`src/rtl/game_pkg.sv`:
```
// Shared definitions for the reaction game: controller state encoding and the
// hex display mode codes understood by the display driver.
package game_pkg;

  typedef enum logic [2:0] {
    StOff,
    StIdle,
    StArm,
    StFoul,
    StGo,
    StResult,
    StDone
  } game_state_e;

  // Display modes presented to the hex driver.
  localparam logic [2:0] HexBlank    = 3'b000;
  localparam logic [2:0] HexClick    = 3'b001;
  localparam logic [2:0] HexTooSoon  = 3'b010;
  localparam logic [2:0] HexTime     = 3'b100;
  localparam logic [2:0] HexTimeout  = 3'b101;
  localparam logic [2:0] HexGameOver = 3'b110;

  localparam int unsigned ScoreW   = 4;
  localparam logic [3:0]  ScoreMax = 4'hF;

  // Display mode shown while the controller sits in a given state.
  function automatic logic [2:0] hex_for_state(game_state_e st, logic timed_out);
    logic [2:0] mode;
    mode = HexBlank;
    case (st)
      StFoul:   mode = HexTooSoon;
      StGo:     mode = HexClick;
      StResult: mode = timed_out ? HexTimeout : HexTime;
      StDone:   mode = HexGameOver;
      default:  mode = HexBlank;
    endcase
    return mode;
  endfunction

endpackage

```
`src/rtl/lfsr16.sv`:
```
// 16-bit Galois LFSR (taps 16,14,13,11), advancing every clock.
// Seeded with 16'h0001 on reset; the sequence never reaches zero.
// Ports:
//   clk_i    system clock
//   reset_i  synchronous active-high reset
//   out_o    current LFSR state
module lfsr16 (
  input  logic        clk_i,
  input  logic        reset_i,
  output logic [15:0] out_o
);

  localparam logic [15:0] TapMask = 16'hB400;

  logic [15:0] state_q, state_d;

  // Right-shifting Galois form: feedback from bit 0 toggles the tap positions.
  always_comb begin
    state_d = {1'b0, state_q[15:1]} ^ (state_q[0] ? TapMask : 16'h0000);
  end

  always_ff @(posedge clk_i) begin
    if (reset_i) begin
      state_q <= 16'h0001;
    end else begin
      state_q <= state_d;
    end
  end

  assign out_o = state_q;

endmodule

```
`src/rtl/game1_reaction_multi.sv`:
```
// Multi-player, multi-round reaction game controller. Contains key
// synchronisers, the ms prescaler, random arm delay, reaction timer,
// false-start detection and per-player scoring.
// Ports:
//   clk_i            system clock
//   reset_i          synchronous active-high reset
//   switch_i         game enable; low forces OFF
//   key_i            player keys, active-low, asynchronous
//   go_led_o         high while in GO
//   hex_mode_o       display mode for the hex driver
//   reaction_time_o  last latched reaction time, ms
//   player_o         round winner / fouler / game winner, per hex_mode_o
//   scores_o         packed 4-bit per-player scores, player 0 in LSBs
//   round_num_o      rounds completed in the current game
//   game_over_o      high while in DONE
module game1_reaction_multi
  import game_pkg::*;
#(
  parameter int unsigned NUM_PLAYERS      = 2,
  parameter int unsigned TIME_W           = 14,
  parameter int unsigned TICK_DIV         = 50000,
  parameter int unsigned DELAY_MIN_MS     = 1000,
  parameter int unsigned DELAY_RANGE_LOG2 = 11,   // 1..15
  parameter int unsigned TIMEOUT_MS       = 5000,
  parameter int unsigned ROUNDS           = 3,
  localparam int unsigned PW = (NUM_PLAYERS > 1) ? $clog2(NUM_PLAYERS) : 1
) (
  input  logic                     clk_i,
  input  logic                     reset_i,
  input  logic                     switch_i,
  input  logic [NUM_PLAYERS-1:0]   key_i,
  output logic                     go_led_o,
  output logic [2:0]               hex_mode_o,
  output logic [TIME_W-1:0]        reaction_time_o,
  output logic [PW-1:0]            player_o,
  output logic [4*NUM_PLAYERS-1:0] scores_o,
  output logic [3:0]               round_num_o,
  output logic                     game_over_o
);

  localparam int unsigned PrescW  = (TICK_DIV > 1) ? $clog2(TICK_DIV) : 1;
  localparam int unsigned DelayW  = $clog2(DELAY_MIN_MS + (2 ** DELAY_RANGE_LOG2));
  localparam logic [TIME_W-1:0] TimeMax = '1;
  localparam logic [TIME_W-1:0] TimeOut = TIME_W'(TIMEOUT_MS);

  // ---------------------------------------------------------------------------
  // Key synchroniser and falling-edge detect
  // ---------------------------------------------------------------------------
  logic [NUM_PLAYERS-1:0] key_s1_q, key_s2_q, key_prev_q;
  logic [NUM_PLAYERS-1:0] press;
  logic                   any_press;

  // Flops reset to released (high) so no phantom press follows reset.
  always_ff @(posedge clk_i) begin
    if (reset_i) begin
      key_s1_q   <= '1;
      key_s2_q   <= '1;
      key_prev_q <= '1;
    end else begin
      key_s1_q   <= key_i;
      key_s2_q   <= key_s1_q;
      key_prev_q <= key_s2_q;
    end
  end

  assign press     = key_prev_q & ~key_s2_q;
  assign any_press = |press;

  // Lowest pressed index wins simultaneous presses.
  logic [PW-1:0] first_idx;
  logic          first_found;
  always_comb begin
    first_idx   = '0;
    first_found = 1'b0;
    for (int unsigned i = 0; i < NUM_PLAYERS; i++) begin
      if (press[i] && !first_found) begin
        first_found = 1'b1;
        first_idx   = PW'(i);
      end
    end
  end

  // ---------------------------------------------------------------------------
  // Random source
  // ---------------------------------------------------------------------------
  logic [15:0]       lfsr;
  logic [DelayW-1:0] delay_load;
  logic              unused_lfsr;

  lfsr16 u_lfsr (
    .clk_i   (clk_i),
    .reset_i (reset_i),
    .out_o   (lfsr)
  );

  assign delay_load  = DelayW'(DELAY_MIN_MS) + DelayW'(lfsr[DELAY_RANGE_LOG2-1:0]);
  assign unused_lfsr = ^lfsr[15:DELAY_RANGE_LOG2];

  // ---------------------------------------------------------------------------
  // Game state and datapath
  // ---------------------------------------------------------------------------
  game_state_e              state_q, state_d;
  logic [PrescW-1:0]        presc_q, presc_d;
  logic [DelayW-1:0]        delay_q, delay_d;
  logic [TIME_W-1:0]        timer_q, timer_d;
  logic [TIME_W-1:0]        rtime_q, rtime_d;
  logic [PW-1:0]            win_q, win_d;
  logic [4*NUM_PLAYERS-1:0] scores_q, scores_d;
  logic [3:0]               round_q, round_d;
  logic                     timed_out_q, timed_out_d;
  logic                     tick;

  assign tick = (presc_q == PrescW'(TICK_DIV - 1));

  always_comb begin
    state_d     = state_q;
    presc_d     = tick ? '0 : presc_q + PrescW'(1);
    delay_d     = delay_q;
    timer_d     = timer_q;
    rtime_d     = rtime_q;
    win_d       = win_q;
    scores_d    = scores_q;
    round_d     = round_q;
    timed_out_d = timed_out_q;

    if (!switch_i) begin
      state_d  = StOff;
      scores_d = '0;
      round_d  = '0;
    end else begin
      unique case (state_q)
        StOff: begin
          state_d = StIdle;
        end

        StIdle: begin
          if (any_press) begin
            state_d = StArm;
            delay_d = delay_load;
            presc_d = '0;
          end
        end

        StArm: begin
          // A false start beats delay expiry in the same cycle.
          if (any_press) begin
            state_d = StFoul;
            win_d   = first_idx;
          end else if (delay_q == '0) begin
            state_d = StGo;
            timer_d = '0;
            presc_d = '0;
          end else if (tick) begin
            delay_d = delay_q - DelayW'(1);
          end
        end

        StFoul: begin
          if (any_press) begin
            state_d = StArm;
            delay_d = delay_load;
            presc_d = '0;
          end
        end

        StGo: begin
          if (any_press) begin
            state_d     = StResult;
            win_d       = first_idx;
            rtime_d     = timer_q;
            round_d     = round_q + 4'd1;
            timed_out_d = 1'b0;
            for (int unsigned i = 0; i < NUM_PLAYERS; i++) begin
              if ((PW'(i) == first_idx) && (scores_q[4*i +: 4] != ScoreMax)) begin
                scores_d[4*i +: 4] = scores_q[4*i +: 4] + 4'd1;
              end
            end
          end else if (timer_q == TimeOut) begin
            state_d     = StResult;
            win_d       = '0;
            rtime_d     = TimeOut;
            round_d     = round_q + 4'd1;
            timed_out_d = 1'b1;
          end else if (tick && (timer_q != TimeMax)) begin
            timer_d = timer_q + TIME_W'(1);
          end
        end

        StResult: begin
          if (any_press) begin
            if (round_q == 4'(ROUNDS)) begin
              state_d = StDone;
            end else begin
              state_d = StArm;
              delay_d = delay_load;
              presc_d = '0;
            end
          end
        end

        StDone: begin
          if (any_press) begin
            state_d  = StIdle;
            scores_d = '0;
            round_d  = '0;
            rtime_d  = '0;
          end
        end

        default: state_d = StOff;
      endcase
    end
  end

  always_ff @(posedge clk_i) begin
    if (reset_i) begin
      state_q     <= StOff;
      presc_q     <= '0;
      delay_q     <= '0;
      timer_q     <= '0;
      rtime_q     <= '0;
      win_q       <= '0;
      scores_q    <= '0;
      round_q     <= '0;
      timed_out_q <= 1'b0;
    end else begin
      state_q     <= state_d;
      presc_q     <= presc_d;
      delay_q     <= delay_d;
      timer_q     <= timer_d;
      rtime_q     <= rtime_d;
      win_q       <= win_d;
      scores_q    <= scores_d;
      round_q     <= round_d;
      timed_out_q <= timed_out_d;
    end
  end

  // ---------------------------------------------------------------------------
  // Game winner: highest score, ties resolved to the lowest index
  // ---------------------------------------------------------------------------
  logic [PW-1:0] best_idx;
  logic [3:0]    best_score;
  always_comb begin
    best_idx   = '0;
    best_score = scores_q[3:0];
    for (int unsigned i = 1; i < NUM_PLAYERS; i++) begin
      if (scores_q[4*i +: 4] > best_score) begin
        best_score = scores_q[4*i +: 4];
        best_idx   = PW'(i);
      end
    end
  end

  // ---------------------------------------------------------------------------
  // Registered display outputs, one clock behind the state
  // ---------------------------------------------------------------------------
  logic          go_led_q, game_over_q;
  logic [2:0]    hex_q;
  logic [PW-1:0] player_q, player_d;

  always_comb begin
    player_d = '0;
    if (state_q == StDone) begin
      player_d = best_idx;
    end else if ((state_q == StFoul) || (state_q == StResult)) begin
      player_d = win_q;
    end
  end

  always_ff @(posedge clk_i) begin
    if (reset_i) begin
      go_led_q    <= 1'b0;
      game_over_q <= 1'b0;
      hex_q       <= HexBlank;
      player_q    <= '0;
    end else begin
      go_led_q    <= (state_q == StGo);
      game_over_q <= (state_q == StDone);
      hex_q       <= hex_for_state(state_q, timed_out_q);
      player_q    <= player_d;
    end
  end

  assign go_led_o        = go_led_q;
  assign game_over_o     = game_over_q;
  assign hex_mode_o      = hex_q;
  assign player_o        = player_q;
  assign reaction_time_o = rtime_q;
  assign scores_o        = scores_q;
  assign round_num_o     = round_q;

endmodule

```
`config.mk`:
```
export PLATFORM = sky130hd
export DESIGN_NAME = game1_reaction_multi
export DESIGN_NICKNAME = d
export VERILOG_FILES = /design/src/rtl/game_pkg.sv /design/src/rtl/lfsr16.sv /design/src/rtl/game1_reaction_multi.sv
export SDC_FILE = /design/constraint.sdc
export NUM_CORES = 1
export LEC_CHECK = 0
export ABC_AREA = 1
export CAP_MARGIN = 25
export CORE_UTILIZATION = 53
export CTS_CLUSTER_SIZE = 14
export DETAILED_ROUTE_END_ITERATION = 8
export MAX_ROUTING_LAYER = met4
export PLACE_DENSITY = 0.76
export REMOVE_ABC_BUFFERS = 1
export SETUP_SLACK_MARGIN = 0.2
export SLEW_MARGIN = 15
export SYNTH_ARGS = -nofsm -noshare
export SYNTH_HDL_FRONTEND = slang
export SYNTH_SLANG_ARGS = --single-unit
```
`constraint.sdc`:
```
create_clock -name clk_i -period 1.61 [get_ports clk_i]
set_input_delay 0.161 -clock clk_i [delete_from_list [all_inputs] [get_ports clk_i]]
set_output_delay 0.161 -clock clk_i [all_outputs]
set_load 0.005 [all_outputs]
```
==> impl_results.md <==
* Cell count of the worst reg-to-reg path at 11
* Top post-synthesis cells by area: sky130_fd_sc_hd__dfxtp_1, sky130_fd_sc_hd__nand2_1, sky130_fd_sc_hd__nor2_1
* I/O pin cnt at 37
* Power Dens Cells at 693 nW/µm²
* Worst-case setup slack after placement at -227 ps
* Number of hold violations in the final report at 0
* TritonCTS Sinks at 101
* Total of buffers placed on input and output ports at 36
* CTS Root Cell: sky130_fd_sc_hd__clkbuf_8
* Number of warnings issued by yosys at 0
* Wire length of the first global-routing pass at 24.3 mm
* Post-detailed-route wirelength per cell at 20.5 µm
* Signal arrival time at the worst endpoint at 2240 ps
* Flip-flop cell with the highest count after synthesis: sky130_fd_sc_hd__dfxtp_1
* Non-filler cells in the finished layout at 1070
* Violated checks: setup timing
* Worst Setup End Kind: flip-flop
* Number of clock buffers inserted by TritonCTS at 9
* Detailed placement HPWL at 9.58 mm
* Layout-stage area growth over the synthesis result at 56.7%
* Number of max-slew violations in the final report at 0
* Launch point of the worst path: state_q[1]
* Sum of routed wire length over all layers at 21.9 mm
* Worst min-delay path category: in2reg
* Pin count of the biggest net entering global routing at 21
* Post-synth top area share at 39.1%
* Number of hold buffers added after cts at 0
* Worst-margin pin slew at 529 ps
* DRC violation total after the first TritonRoute iteration at 700
* Die outline width at 101 µm
* Cell taking the most area after synthesis: sky130_fd_sc_hd__dfxtp_1
* Part of the cycle the worst path needs at 119%
* Total routing resource utilization after global routing at 31.1%
* Most repeated cell in the gate-level netlist after synthesis: sky130_fd_sc_hd__nand2_1
* RSZ-0062 raised after global routing: true
* Netlist Area Pre-Place at 5160 µm²
* Number of placement rows at 35
* Worst-skew pair later-pin latency at 400 ps
* Layout cells sized above 1 at 41.0%
* Router iterations before antenna repair at 9
* Number of antenna violations at the first check in global routing at 0
* Number of distinct library cells after synthesis at 35
* CTS H-tree depth at 3
* Clock-pin slew reported for the worst setup and hold paths after clock tree synthesis at 110 ps
* Slack of the worst reg-to-reg path at -300 ps
* Final total negative setup slack at -5300 ps
* Placer congestion estimate at 0.926
* Run status: finished, violations left
* Critical register-to-register path startpoint: state_q[1]
* Diodes inserted at 0
* Vertical die dimension at 101 µm
* Total number of nets in the final design at 953
* #FFs+latches synth at 101
* Initial core utilization at 55.4%
* Maximum number of buffers from clock root to sink at 2
* Startpoint Class: flip-flop
* Instance count after placement with tap cells included at 1000
* Number of vias in the routed layout at 6602
* Crit path capture: delay_q[7]
* Peak Freq at 522 MHz
* Static leakage at 3.49 nW
* Relative slew slack at 64.7%
* Overflow left after global routing at 0
* Antenna violation net count after detailed routing at 0
* Mean instance size in the synthesized netlist at 6.73 µm²
* Clock tree from TritonCTS: built
* Final critical-path setup slack at -304 ps
* Final critical delay including setup and external delays at 1910 ps
* Setup Viol. Count Final at 53
* Area enclosed by the die boundary at 10100 µm²
* Post-synth EDFFs at 0
* Peak supply drop at 0.000616 V
* CP Max Fanout at 5
* Required arrival time at the worst endpoint at 1940 ps
* Utilization of the core after routing at 86.7%
* Via density per instance at 6.17
* Worst setup skew after layout at 23.4 ps
* Cell count after synthesis at 767
* Post-route DRC at 0
* Commonest cells post-synth: sky130_fd_sc_hd__nand2_1, sky130_fd_sc_hd__nor2_1, sky130_fd_sc_hd__dfxtp_1, sky130_fd_sc_hd__inv_1, sky130_fd_sc_hd__a21oi_1
* Count of maximum capacitance violations at 0
* Sequential fraction of the synthesis area at 39.1%
* Worst reg2reg endpoint: delay_q[7]
* Post-synth ARST share at 0%
* Core region area at 9330 µm²
* Via count of the first global-routing pass at 5302
* Worst setup path class: reg2reg
layout by cell type (no fill, tap or decap), types with 21 or more instances in the layout:
cell                        n
sky130_fd_sc_hd__nand2_1  124
sky130_fd_sc_hd__nor2_1   100
sky130_fd_sc_hd__buf_4     98
sky130_fd_sc_hd__inv_1     76
sky130_fd_sc_hd__dfxtp_1   62
sky130_fd_sc_hd__buf_6     37
sky130_fd_sc_hd__a21oi_1   34
sky130_fd_sc_hd__dfxtp_2   34
sky130_fd_sc_hd__nand3_1   28
sky130_fd_sc_hd__nand2_2   25
sky130_fd_sc_hd__nand4_1   23
sky130_fd_sc_hd__a21oi_2   22
sky130_fd_sc_hd__o21ai_0   21
registers in the layout (all words and copies together) (netlist names), 2 cells and up:
signal / count
presc_q: 16
u_lfsr.out_o: 16
reaction_time_o: 14
timer_q: 14
delay_q: 12
scores_o: 8
round_num_o: 4
hex_mode_o: 3
state_q: 3
key_prev_q: 2
key_s1_q: 2
key_s2_q: 2
layout make-up:
cell class / instances / area [µm²]
inverter: 102 / 429
timing repair inverter: 1 / 5.00
tap: 129 / 161
fill: 416 / 1240
sequential: 101 / 2080
clock inverter: 7 / 88.8
clock buffer: 9 / 124
multi-input combinational: 545 / 3540
timing repair buffer: 176 / 1660
how the worst min path moves through the flow:
stage | start | end | slack [ps] | cells past startpoint
finish | key_i[1] | key_s1_q[1] | 320 | 2
global route | key_i[0] | key_s1_q[0] | 350 | 2
detailed placement | u_lfsr.out_o[15] | u_lfsr.out_o[14] | 400 | 2
floorplan | reset_i | delay_q[0] | 230 | 1
CTS | key_i[1] | key_s1_q[1] | 330 | 2
global placement | key_s1_q[0] | key_s2_q[0] | 390 | 1
critical path, stage by stage, from the launching register on:
cell and delay (ps):
sky130_fd_sc_hd__dfxtp_4 380, sky130_fd_sc_hd__buf_6 130, sky130_fd_sc_hd__a21oi_4 200, sky130_fd_sc_hd__inv_2 90
sky130_fd_sc_hd__nand2_2 90, sky130_fd_sc_hd__nand3_2 90, sky130_fd_sc_hd__nor2_4 180, sky130_fd_sc_hd__nand3_4 160
sky130_fd_sc_hd__buf_4 190, sky130_fd_sc_hd__o21bai_1 160, sky130_fd_sc_hd__inv_1 70, sky130_fd_sc_hd__nor2_1 100
report_power, final:
| group | switching, mW | leakage, nW | internal [mW] |
|---|---|---|---|
| Combinational | 0.679 | 2.55 | 0.469 |
| Sequential | 0.0591 | 0.837 | 2.55 |
| Clock | 1.08 | 0.106 | 0.764 |
logic make-up after synthesis:
| group | Yosys count | synth area share [%] |
|---|---|---|
| xor+xnor | 16 | 2.71 |
| flops | 101 | 39.1 |
| buf+inv | 123 | 9.45 |
| compound gates | 118 | 12.5 |
| simple gates | 397 | 33.2 |
| fa+ha+maj | 12 | 2.91 |
per-stage QoR:
stage          area [µm²]  hold WS, ps  power, mW
6_report             8090          321       5.60
5_1_grt              8090          351       5.72
4_1_cts              7170          332       5.18
3_5_place_dp         6270          405       3.28
3_3_place_gp         6270          392       3.26
2_1_floorplan        5060          230       3.03
per-layer routing:
metal  wire (µm)  share of wire, %  GRT usage [%]
met1        7540                34           36.4
met2       10100                46           53.2
met3        2240                10           4.99
met4        2010               9.2           12.4
met5           0                 0              -
what timing repair did:
action | CTS | global route
pin swaps | 43 | 67
cloned | 4 | 1
buffers inserted | 24 | 25
resized for setup | 138 | 222
setup endpoints to repair | 86 | 93
Note: power is estimated with default switching activity, not from simulation.
